<file path="src/rtl/spi_bus_arbiter.sv">
// spi_bus_arbiter: round-robin arbiter sharing one mode-0 SPI master between flash (req[0]) and microSD (req[1]), with per-requester tx bytes, rx bytes and active-low chip selects
module spi_bus_arbiter #(
  parameter int CLK_DIV = 2,
  parameter int CS_GAP = 4
) (
  input  logic       clock_12mhz,
  input  logic       reset,
  input  logic [1:0] req,
  output logic [1:0] gnt,
  input  logic [1:0] tx_valid,
  input  logic [7:0] tx_data0,
  input  logic [7:0] tx_data1,
  output logic       tx_ready,
  output logic [7:0] rx_data,
  output logic       rx_valid,
  output logic       flash_cs,
  output logic       microsd_cs,
  output logic       flash_sclk,
  output logic       flash_mosi,
  input  logic       flash_miso
);
  localparam int CW = $clog2((CLK_DIV > CS_GAP ? CLK_DIV : CS_GAP) + 1);
  typedef enum logic [2:0] {IDLE, SELECT, HOLD, SHIFT, DESELECT} state_t;
  state_t state_q;
  logic [CW-1:0] cnt_q;
  logic [2:0] bit_q;
  logic [7:0] sh_q, rsh_q, rx_data_q;
  logic [1:0] gnt_q;
  logic last_q, tx_ready_q, rx_valid_q, sclk_q, mosi_q;
  logic pick, div_end, grant_now;
  logic [7:0] tx_byte;
  assign pick = &req ? ~last_q : req[1];
  assign tx_byte = last_q ? tx_data1 : tx_data0;
  assign div_end = cnt_q == CW'(CLK_DIV - 1);
  assign grant_now = |req && (state_q == IDLE || (state_q == DESELECT && cnt_q == CW'(CS_GAP - 1)));
  always_ff @(posedge clock_12mhz) begin
    if (reset) begin
      state_q <= IDLE;
      cnt_q <= '0;
      bit_q <= '0;
      sh_q <= '0;
      rsh_q <= '0;
      rx_data_q <= '0;
      gnt_q <= '0;
      last_q <= 1'b1;
      tx_ready_q <= 1'b0;
      rx_valid_q <= 1'b0;
      sclk_q <= 1'b0;
      mosi_q <= 1'b0;
    end else begin
      rx_valid_q <= 1'b0;
      case (state_q)
        SELECT: if (div_end) begin
          state_q <= HOLD;
          tx_ready_q <= 1'b1;
        end else cnt_q <= cnt_q + 1'b1;
        HOLD: if (!req[last_q]) begin
          state_q <= DESELECT;
          gnt_q <= '0;
          tx_ready_q <= 1'b0;
          cnt_q <= '0;
        end else if (tx_valid[last_q]) begin
          state_q <= SHIFT;
          tx_ready_q <= 1'b0;
          sh_q <= tx_byte;
          mosi_q <= tx_byte[7];
          cnt_q <= '0;
          bit_q <= '0;
        end
        SHIFT: if (!div_end) cnt_q <= cnt_q + 1'b1;
        else begin
          cnt_q <= '0;
          sclk_q <= ~sclk_q;
          if (!sclk_q) rsh_q <= {rsh_q[6:0], flash_miso};
          else begin
            bit_q <= bit_q + 1'b1;
            sh_q <= {sh_q[6:0], 1'b0};
            mosi_q <= sh_q[6];
            if (bit_q == 3'd7) begin
              state_q <= HOLD;
              tx_ready_q <= 1'b1;
              rx_valid_q <= 1'b1;
              rx_data_q <= rsh_q;
            end
          end
        end
        DESELECT: if (cnt_q == CW'(CS_GAP - 1)) state_q <= IDLE;
        else cnt_q <= cnt_q + 1'b1;
        default: state_q <= IDLE;
      endcase
      if (grant_now) begin
        state_q <= SELECT;
        gnt_q <= pick ? 2'b10 : 2'b01;
        last_q <= pick;
        cnt_q <= '0;
      end
    end
  end
  assign gnt = gnt_q;
  assign flash_cs = ~gnt_q[0];
  assign microsd_cs = ~gnt_q[1];
  assign tx_ready = tx_ready_q;
  assign rx_data = rx_data_q;
  assign rx_valid = rx_valid_q;
  assign flash_sclk = sclk_q;
  assign flash_mosi = mosi_q;
endmodule
</file>
<file path="config.mk">
export PLATFORM = sky130hd
export DESIGN_NAME = spi_bus_arbiter
export DESIGN_NICKNAME = d
export VERILOG_FILES = /design/src/rtl/spi_bus_arbiter.sv
export SDC_FILE = /design/constraint.sdc
export NUM_CORES = 1
export LEC_CHECK = 0
export CAP_MARGIN = 20
export CORE_ASPECT_RATIO = 0.9
export CORE_UTILIZATION = 51
export DETAILED_ROUTE_END_ITERATION = 8
export PLACE_DENSITY = 0.79
export SLEW_MARGIN = 15
export SYNTH_ARGS = -nofsm -noshare
export SYNTH_HDL_FRONTEND = slang
export SYNTH_SLANG_ARGS = --single-unit
</file>
<file path="constraint.sdc">
create_clock -name clock_12mhz -period 2.1 [get_ports clock_12mhz]
set_input_delay 0.63 -clock clock_12mhz [delete_from_list [all_inputs] [get_ports clock_12mhz]]
set_output_delay 0.63 -clock clock_12mhz [all_outputs]
set_load 0.02 [all_outputs]
</file>
Word level (Yosys, flattened, before mapping):

Index checks and enable logic that the tools add are counted.

* flip-flop bits (word level): 39
* bits of input ports: 23
* logic and storage cells: 114
* output and inout bits: 16

* $lt $le $gt $ge: 1
* add/sub/neg operators: 2
* reductions and logical operators: 21
* multiplexer cells: 47
* equal/unequal tests: 24
* bitwise operators: 6

Operators by type and width (count)
* 3-bit 2-to-1 mux: 15
* 7-bit 2-to-1 mux: 4
* 3-bit one-hot mux with 4 select lines: 2
* 2-bit inequality test, second input constant: 9
* 6-bit AND reduction: 3
* 1-bit 2-to-1 mux: 17
* 3-bit inequality test, second input constant: 5
* 7-bit one-hot mux with 2 select lines: 1
* 3-bit by 2-bit equality test with 1-bit output, second input constant: 3
* 2-bit 2-to-1 mux: 4
* 8-bit 2-to-1 mux: 1
* 4-bit AND reduction: 2
* 3-bit by 1-bit adder with 3-bit output, second input constant: 2
* 3-bit by 1-bit equality test with 1-bit output, second input constant: 2
* 3-bit equality test, second input constant: 2
* 1-bit inverter: 6
* 3-bit one-hot mux with 2 select lines: 1
* 2-bit AND reduction: 3
* 5-bit AND reduction: 1
* 4-bit inequality test, second input constant: 1
* 2-bit nonzero test: 2
* 4-bit nonzero test: 1
* 2-bit OR reduction: 2
* 4-bit OR reduction: 1
* other kinds (10): 11

Logic depth before layout (Yosys ltp):

* depth in word-level cells: 6
* mapped depth: 8
* gate-level depth less buffers: 6

Least setup slack after synthesis:

No wires, ideal clock.

* path type: input to register
* start: input req[1]
* end: register mosi_q, in the netlist flash_mosi
* arrival time: 1.642 ns
* data required time: 2.029 ns
* library setup time: 0.071 ns
* setup slack: 0.387 ns
* path buffers: 2
* stages on the path: 6
* cells stage by stage: mux2i_2 -> o31a_1 -> clkbuf_2 -> clkbuf_2 -> o21ai_0 -> a21oi_1

* cells in the longest elaborated chain, start to end: 4

RTL lines
* start: declaration: line 8 `input logic [1:0] req,`
* 1-bit 2-to-1 mux (implied by the code) (2 in a row): line 57 `HOLD: if (!req[last_q]) begin`
* 2-bit inequality test (no source line)
* 5-bit AND reduction (no source line)
* end signal: assignment: line 66 `mosi_q <= tx_byte[7];`
* end signal: assignment: line 78 `mosi_q <= sh_q[6];`
* end: declaration: line 29 `logic last_q, tx_ready_q, rx_valid_q, sclk_q, mosi_q;`

No other way between the ends. The select of a mux whose other input is x is not followed.
A chain may end at the register's enable or synchronous reset.

Final worst setup path:

* start: input req[1]
* end: register bit_q[1]

* cells in the longest elaborated chain, start to end: 4

RTL lines
* 1-bit 2-to-1 mux (implied by the code) (2 in a row): line 57
* 2-bit inequality test (no source line)
* 5-bit AND reduction (no source line)
* end signal: assignment: line 76 `bit_q <= bit_q + 1'b1;`
* end: declaration: line 26 `logic [2:0] bit_q;`

No other way between the ends. The select of a mux whose other input is x is not followed.

==> flow_summary.toml <==
[run_status]
outcome = "complete, no violations"

[clock_tree]
cts_sinks = 39
ctsHoldBuffers = 0
root_buffer = "clkbuf_8"
cts.reportedPaths.clkPinSlew_ns = 0.08
clockBufferDepth = 2
cts_tree = "yes"
clkLatencyLatePin_ns = 0.30
cts_max_level = 2
cts_made_buffers = 5

[die]
die_h_um = 60.0
die_width_um = 66.5
pin_count = 39
start_util_pct = 54.9
die-area_um2 = 3990
coreArea_um2 = 3480
rows = 20

[timing]
grt_setup_unrepaired = "no"
final-setup-viol-count = 0
fin_crit_sh_pct = 95.9
relSlewSlack_pct = 65.9
skew_ns = 0.00755
finalHoldViolations = 0
fin_setup_tns_ns = 0
fmax_ghz = 0.497
slew_viol_final = 0
worst_pin_slew_ns = 0.510
min_period_ns = 2.01

[power]
vdd_ir_drop_max_mv = 0.603
cellPowerDensity_nw_per_um2 = 689
leakagePower_nw = 0.964

[yosys]
synth_edf_count = 0
synth.area.top_cells = "dfxtp_1, mux2i_1, mux2_2"
yosys.cell_count.top_type = "dfxtp_1"
netlist_area_um2 = 1910
yosys_warnings = 0
synth_cells = 207
syn_nets = 235
yosys-top-cells-count = "dfxtp_1, mux2i_1, nor2_1"
synth_top_area_cell = "dfxtp_1"
avgSynthCellArea_um2 = 9.22
synth_top_area_share_pct = 40.9
ys_types = 38
ys_ff_latch = 39
async_reset_ff_share_pct = 0
synth-main-ff-cell = "dfxtp_1"
yosysSeqAreaShare_pct = 40.9

[layout]
fillCellCount = 277
fin_util_pct = 72.4
nets = 279
drive_gt1_share_pct = 13.5
syn_to_final_growth_pct = 32.0
diodes = 0

[drt]
vias = 1592
wl_um = 3840
route.detailed.wl_per_inst_um = 13.0
viasPerCell = 5.38
ant_nets = 0
drtPass1Iterations = 4
drtIter0Drc = 64
drcViolationCount = 0

[global_route]
grt_first_pass_wirelength_um = 6380
grt_overflow_total = 0
grtUsageMet3_pct = 6.87
gr-usage-met1_pct = 29.3
grt_use_total_pct = 21.2
antenna_found_initial = 0
grt_max_degree = 19
grt_use_met2_pct = 32.1
busiest_layer = "met2"
grt_pass1_vias = 1419

[job]
maxCapViolCount = 0

[critical_path]
path_class = "input pin to register"
rr_startpoint = "state_q[0]"
arrival_ns = 2.24
critPathRequiredTime_ns = 2.32
crit_fanout = 5
r2r_setup_slack_ns = 0.27
r2r_cells = 4
reg2reg_to = "bit_q[1]"
crit_path_end_kind = "register"
crit_path_start_kind = "input pin"

[placed_design]
io_buffers = 38
hpwl_um = 2710
place.gp.congestion = 0.828

[hold_path]
whs_path_depth = 2
min_to = "sh_q[2]"
min-delay-start = "sh_q[2]"
hp-class = "register to register"
## cell type report
cell class	instances	area (um^2)	share of cell area, %
multi-input combinational	147	1040	41.3
sequential	39	781	31.0
timing repair buffer	51	480	19.1
clock buffer	5	68.8	2.73
clock inverter	3	67.6	2.68
tap	44	55.1	2.18
inverter	7	26.3	1.04
## sequential cells by signal, summed over array words and instances (netlist names)
register / cells
sh_q: 7
bit_q: 3
rsh_q: 8
cnt_q: 3
gnt: 2
flash_sclk: 1
tx_ready: 1
rx_valid: 1
flash_mosi: 1
last_q: 1
state_q: 3
rx_data: 8
## worst max path at each step
stage	start	to	slack (ns)	cells past startpoint
detailed placement	req[0]	sh_q[0]	-0.23	6
CTS	req[0]	bit_q[1]	0.05	5
floorplan	req[1]	flash_mosi	0.39	6
finish	req[1]	bit_q[1]	0.09	5
global placement	req[0]	sh_q[0]	-0.18	6
global route	req[1]	sh_q[3]	0.03	6
## per-layer routing
metal | share of wire, % | wire length [um]
met5 | 0 | 0
met4 | 0.99 | 38
met2 | 43 | 1650
met1 | 50 | 1910
met3 | 6.5 | 250
## where the power goes
part | switching [W] | internal, W | leakage, nW
Clock | 0.000271 | 0.000474 | 0.0644
Combinational | 0.000101 | 0.000124 | 0.584
Sequential | 0.0000155 | 0.000750 | 0.315
## kinds of logic after synthesis
group	synth area share (%)
and+or+nand+nor	19.2
AOI/OAI and AO/OA	12.5
DFF	40.9
muxes	19.6
buffers and inverters	4.59
adders and majority gates	3.28
## cell usage in the layout (no fill, tap or decap), types with 2 or more instances in the layout
| cell | instances |
|---|---|
| a21o_1 | 3 |
| or3_1 | 8 |
| or2_2 | 2 |
| nand2_1 | 7 |
| o21ai_1 | 6 |
| inv_1 | 7 |
| bufinv_16 | 2 |
| nand2b_1 | 5 |
| a31oi_1 | 2 |
| nor3b_1 | 2 |
| or4b_1 | 2 |
| mux2i_1 | 27 |
| nor2_1 | 20 |
| dfxtp_1 | 39 |
| nor3_1 | 2 |
| a21oi_1 | 16 |
| clkbuf_8 | 5 |
| nand3_1 | 4 |
| mux2_2 | 8 |
| ha_1 | 5 |
| nor2b_1 | 3 |
| nand3b_1 | 4 |
| clkdlybuf4s50_1 | 37 |
| or4_1 | 2 |
| o21ai_0 | 7 |
| buf_4 | 13 |
## critical path, stage by stage
cell and delay [ns]:
clkdlybuf4s50_1 0.51, mux2i_2 0.09, o31a_1 0.30, or4b_1 0.52, a21oi_1 0.18
## metrics by stage
stage	area [um^2]	setup WS (ns)	power [W]	hold slack, ns	instances
3_3_place_gp	2380	-0.182	0.00100	0.462	288
6_report	2520	0.0860	0.00174	0.477	296
2_1_floorplan	1910	0.387	0.000908	0.443	207
5_1_grt	2520	0.0307	0.00180	0.504	296
3_5_place_dp	2380	-0.233	0.00101	0.468	288
4_1_cts	2520	0.0524	0.00175	0.479	296
## timing repair
item / CTS / global route
setup endpoints to repair: 0 / 5
buffers inserted: 0 / 0
resized for setup: 0 / 1
(Power assumes the default switching activity.)
